--- src/rtl/duty_slew_pkg.sv ---
// Shared widths, FSM encoding and the saturation helper for the duty slew limiter.
package duty_slew_pkg;

  localparam int unsigned DUTY_W   = 14;
  localparam int          DUTY_MAX = 8191;

  typedef enum logic [1:0] {StIdle, StRamp, StHalt} state_e;

  // Clamp a signed duty to [-mag, +mag]; mag never exceeds DUTY_MAX so -8192 is unreachable.
  function automatic logic signed [DUTY_W-1:0] sat(input logic signed [DUTY_W-1:0] val,
                                                   input int                       mag);
    int v;
    v = int'(val);
    if (v > mag) begin
      return DUTY_W'(mag);
    end else if (v < -mag) begin
      return DUTY_W'(-mag);
    end
    return val;
  endfunction

endpackage

--- src/rtl/duty_slew_tick_gen.sv ---
// Free-running prescaler: one-cycle tick every DIV cycles, never restarted by commands.
module tick_gen #(
  parameter int unsigned DIV = 8192
) (
  input  logic clk,
  input  logic rst_n,
  output logic tick
);

  localparam int unsigned     CntW   = $clog2(DIV);
  localparam logic [CntW-1:0] CntMax = CntW'(DIV - 1);

  logic [CntW-1:0] cnt_q, cnt_d;

  always_comb begin
    tick  = (cnt_q == CntMax);
    cnt_d = tick ? '0 : cnt_q + CntW'(1);
  end

  always_ff @(posedge clk or negedge rst_n) begin
    if (!rst_n) begin
      cnt_q <= '0;
    end else begin
      cnt_q <= cnt_d;
    end
  end

endmodule

--- src/rtl/duty_slew.sv ---
// Saturating slew-rate limiter feeding the H-bridge PWM: ramps duty toward the target once per tick.
module duty_slew
  import duty_slew_pkg::*;
#(
  parameter int unsigned TICK_DIV = 8192,
  parameter int unsigned STEP     = 64,
  parameter int unsigned MAX_MAG  = 8191
) (
  input  logic                     clk,
  input  logic                     rst_n,
  input  logic signed [DUTY_W-1:0] cmd,
  input  logic                     cmd_vld,
  input  logic                     halt,
  output logic signed [DUTY_W-1:0] duty,
  output logic                     wrt_duty,
  output logic                     at_target,
  output logic                     busy
);

  localparam int                     MagLim = (int'(MAX_MAG) > DUTY_MAX) ? DUTY_MAX : int'(MAX_MAG);
  localparam logic signed [DUTY_W:0] StepW  = (DUTY_W + 1)'(STEP);

  state_e                    state_q, state_d;
  logic signed [DUTY_W-1:0]  tgt_q, tgt_d;
  logic signed [DUTY_W-1:0]  duty_q, duty_d;
  logic                      wrt_q, wrt_d;
  logic                      tick;

  logic signed [DUTY_W:0]    diff, mag, stepped;
  logic signed [DUTY_W-1:0]  nxt;

  tick_gen #(
    .DIV (TICK_DIV)
  ) u_tick_gen (
    .clk   (clk),
    .rst_n (rst_n),
    .tick  (tick)
  );

  // One slew step; a step that would cross or touch zero parks at zero for a tick.
  always_comb begin
    diff = {tgt_q[DUTY_W-1], tgt_q} - {duty_q[DUTY_W-1], duty_q};
    mag  = diff[DUTY_W] ? -diff : diff;
    if (mag <= StepW) begin
      stepped = {tgt_q[DUTY_W-1], tgt_q};
    end else if (diff[DUTY_W]) begin
      stepped = {duty_q[DUTY_W-1], duty_q} - StepW;
    end else begin
      stepped = {duty_q[DUTY_W-1], duty_q} + StepW;
    end
    nxt = stepped[DUTY_W-1:0];
    if ((duty_q != '0) && ((nxt == '0) || (nxt[DUTY_W-1] != duty_q[DUTY_W-1]))) begin
      nxt = '0;
    end
  end

  always_comb begin
    state_d = state_q;
    tgt_d   = tgt_q;
    duty_d  = duty_q;
    wrt_d   = 1'b0;
    if (halt) begin
      state_d = StHalt;
      tgt_d   = '0;
      duty_d  = '0;
      wrt_d   = (duty_q != '0);
    end else begin
      // A command coincident with a tick is captured, but the step still aims at the old target.
      if (cmd_vld) begin
        tgt_d = sat(cmd, MagLim);
      end
      unique case (state_q)
        StIdle: begin
          if (tgt_q != duty_q) begin
            state_d = StRamp;
          end
        end
        StRamp: begin
          if (tick) begin
            duty_d = nxt;
            wrt_d  = (nxt != duty_q);
            if (nxt == tgt_q) begin
              state_d = StIdle;
            end
          end
        end
        StHalt:  state_d = StIdle;
        default: state_d = StIdle;
      endcase
    end
  end

  always_ff @(posedge clk or negedge rst_n) begin
    if (!rst_n) begin
      state_q <= StIdle;
      tgt_q   <= '0;
      duty_q  <= '0;
      wrt_q   <= 1'b0;
    end else begin
      state_q <= state_d;
      tgt_q   <= tgt_d;
      duty_q  <= duty_d;
      wrt_q   <= wrt_d;
    end
  end

  assign duty      = duty_q;
  assign wrt_duty  = wrt_q;
  assign at_target = (duty_q == tgt_q);
  assign busy      = (state_q == StRamp);

endmodule

--- config.mk ---
export PLATFORM = sky130hd
export DESIGN_NAME = duty_slew
export DESIGN_NICKNAME = d
export VERILOG_FILES = /design/src/rtl/duty_slew_pkg.sv /design/src/rtl/duty_slew_tick_gen.sv /design/src/rtl/duty_slew.sv
export SDC_FILE = /design/constraint.sdc
export NUM_CORES = 1
export LEC_CHECK = 0
export ABC_AREA = 1
export CAP_MARGIN = 20
export CORE_MARGIN = 5
export CORE_UTILIZATION = 60
export CTS_CLUSTER_DIAMETER = 120
export DETAILED_ROUTE_END_ITERATION = 16
export PLACE_DENSITY = 0.86
export SETUP_SLACK_MARGIN = 0.05
export SYNTH_ARGS = -nofsm -noshare
export SYNTH_HDL_FRONTEND = slang
export SYNTH_SLANG_ARGS = --single-unit
--- constraint.sdc ---
create_clock -name clk -period 13.65 [get_ports clk]
set_input_delay 2.73 -clock clk [delete_from_list [all_inputs] [get_ports clk]]
set_output_delay 2.73 -clock clk [all_outputs]
set_load 0.02 [all_outputs]
==> summary.md <==
| Metric | Value |
|---|---|
| CP Buf/Inv Count | 2 |
| Cell mode on critical path | nand2_1 |
| Crit path max-delay cell type | clkdlybuf4s50_1 |
| Slew margin rel. | 48.4% |
| RSZ-0062 raised after global routing | no |
| F_max | 176 MHz |
| CTS tree | done |
| Min-Delay Path Depth | 1 |
| Vias in the first global route | 4498 |
| Reg2reg start | duty[0]$_DFFE_PN0P_ |
| Commonest non-fill, non-tap cell in the layout | nand2_1 |
| Largest cells by area after synthesis | dfrtp_1 (25%), nand2_1 (19%), nand3_1 (9.5%) |
| Worst Reg2Reg Path Length in Cells | 29 |
| Critical Path Source | duty[7]$_DFFE_PN0P_ |
| Post-DRT Antenna Nets | 0 |
| Avg Cell Area, Syn | 6.20 µm² |
| Leakage | 2.63 nW |
| Final WL | 12200 µm |
| Crit-path cells | inv_1, ha_1, nand2_1, nor2_1, nand2_1, nor4_1, clkdlybuf4s50_1 |
| Final setup TNS | 0 ps |
| FF+latch count, synth | 44 |
| Count of different cell masters after synthesis | 36 |
| Xor/xnor cell area share of the yosys netlist | 3.39% |
| Crit start category | register |
| Area leader, netlist | dfrtp_1 |
| Avg WL per Cell | 14.7 µm |
| Worst vdd ir | 0.0000794 V |
| # DRC | 0 |
| Placed Area | 4740 µm² |
| Yosys top cell area share | 25.1% |
| GP Congestion | 1.03 |
| Die height | 95.5 µm |
| Hold buffers post-CTS | 0 |
| CP required | 10920 ps |
| Post-synthesis compound-gate area fraction | 9.07% |
| IO Pins | 35 |
| Port Buffers | 34 |
| Layout cells sized above 1 | 6.80% |
| Synth Area in Simple Gates | 43.8% |
| DRT Pass-1 Iters | 6 |
| Critical path's top delay family | buffers and inverters |
| Mux share of post-synthesis cell area | 0% |
| # Post-CTS Setup Buffers | 0 |
| Slowest Stage Delay on Critical Path | 720 ps |
| Initial antenna violation count | 0 |
| Min-delay src | u_tick_gen.cnt_q[0]$_DFF_PN0_ |
| Most frequent cells in the layout | nand2_1 (226), inv_1 (100), nand3_1 (83), nor2_1 (58), dfrtp_1 (44) |
| Worst-path clk slew | 90 ps |
| First-pass GRT wire length | 20700 µm |
| Ys Warns | 0 |
| Grt ovf | 0 |
| CTS-repair resized insts | 0 |
| Final Max Slew Viols | 0 |
| Critical path depth in cells | 7 |
| Max-cap viol count | 0 |
| Least-Margin Pin Slew | 771 ps |
| Detailed Place HPWL | 9730 µm |
| CTS buffer count | 5 |
| Synth Instances | 707 |
| Initial core utilization | 61.1% |
| CP arrival | 2970 ps |
| Fin nets | 776 |
| Max Clock Skew | 8.75 ps |
| Core Box Area | 7180 µm² |
| P per Cell Area | 86.4 nW/µm² |
| Main combinational cell family by area after synthesis | simple AND/OR/NAND/NOR gates |
| Die Wd | 95.5 µm |
| Worst hold path type | register to register |
| Total global-route track usage | 28.7% |
| Via count | 4712 |
| Sequential area share after synthesis | 25.1% |
| Finished Layout Cells | 834 |
| Area grow syn2layout | 11.1% |
| Post-synthesis cell area | 4390 µm² |
| Post-synthesis net count | 749 |
| H-Tree Depth | 2 |
| # diodes | 0 |
| Outcome | finished clean |
| Synth Area in Adders | 7.19% |
| Longest Clk Path Bufs | 2 |
| Dpl cells | 825 |
| Critical path peak fanout | 6 |
| CP Capture Type | primary output |
| Final Cycle Share | 41.7% |
| Worst-skew pair later-pin latency | 310 ps |
| Final setup fails | 0 |
| Critical path type | register to primary output |
| DRC marker count from the first detailed-route iteration | 415 |
| Hold Vio Cnt, Final | 0 |
| Post-route cell area | 4870 µm² |
| Die ar. | 9120 µm² |
| Clock Sinks | 44 |
| Largest net degree at the start of global routing | 45 |
| Via/cell ratio | 5.65 |
| Min Tclk post-route | 5700 ps |
| Core Rows | 31 |
| CTS Root Cell | clkbuf_8 |
-- registers in the layout, summed over array words and instances, names as in the netlist --
register / count
tgt_q: 14
duty: 14
wrt_duty: 1
u_tick_gen.cnt_q: 13
state_q: 2
-- synth_stat cells --
master / n
xor2_1: 15
nand2_2: 22
fa_1: 2
buf_6: 5
o21bai_1: 2
o21ai_1: 7
clkinv_1: 1
inv_1: 100
nand3_1: 83
nand2_4: 4
or2_2: 1
ha_1: 22
and2_1: 1
a41oi_1: 1
dfrtp_1: 44
buf_8: 1
nand3b_1: 1
nand3_2: 4
a21oi_1: 23
nand3_4: 1
nor2_2: 3
nor3b_1: 2
nor2_4: 1
o21ai_0: 19
xnor2_1: 2
o22ai_1: 18
nor3_1: 7
inv_2: 4
nand4_1: 11
nand2_1: 226
buf_2: 2
a21boi_1: 1
clkbuf_1: 7
nor4_1: 5
a211o_1: 1
nor2_1: 58
-- cell type report --
cell class	instances	area, µm²
multi-input cells	543	2780
fillers	650	2300
flip-flops and latches	44	1100
inverters	105	394
repair buffers	35	355
well taps	99	124
clock buffers	5	68.8
clock inverters	3	47.5
-- final timing paths --
check | slack (ps) | endpoint
worst max-delay path | 7950 | at_target
worst min-delay path | 470 | u_tick_gen.cnt_q[0]$_DFF_PN0_
worst max register to register | 8300 | state_q[0]$_DFFE_PN0P_
worst min register to register | 470 | u_tick_gen.cnt_q[0]$_DFF_PN0_
max in group asynchronous | 10990 | tgt_q[10]$_DFFE_PN0P_
min in group asynchronous | 2220 | duty[2]$_DFFE_PN0P_
-- routing by layer --
layer | part of all wire, % | GRT usage [%] | vias to the layer above
met5 | 0 | 0 | -
met4 | 2.8 | 10.9 | 0
met3 | 6.7 | 4.26 | 34
met2 | 49 | 49.8 | 217
met1 | 41 | 35.8 | 2132
li1 | - | - | 2329
-- power breakdown --
part	switching, mW	internal [mW]	total [mW]
Clock	0.0494	0.0552	0.105
Combinational	0.116	0.0628	0.179
Sequential	0.00438	0.133	0.137
-- cell families (layout without fill, tap and decap cells) --
kind of cell / after synthesis / after routing
XOR/XNOR: 17 / 17
adder cells (fa/ha/maj): 24 / 24
flip-flops: 44 / 44
buffers and inverters: 120 / 148
AND/OR/NAND/NOR: 430 / 430
AO/OA/AOI/OAI: 72 / 72
-- stage by stage --
step | setup WS [ps] | total power, mW | utilization (%) | hold slack [ps]
floorplan | 8890 | 0.278 | - | 432
global placement | 8330 | 0.309 | 66.0 | 446
detailed placement | 8370 | 0.315 | 66.0 | 456
CTS | 8020 | 0.418 | 67.7 | 468
global route | 7790 | 0.451 | 67.9 | 513
finish | 7950 | 0.421 | 67.9 | 470
Power figures use the tool's default switching activity.
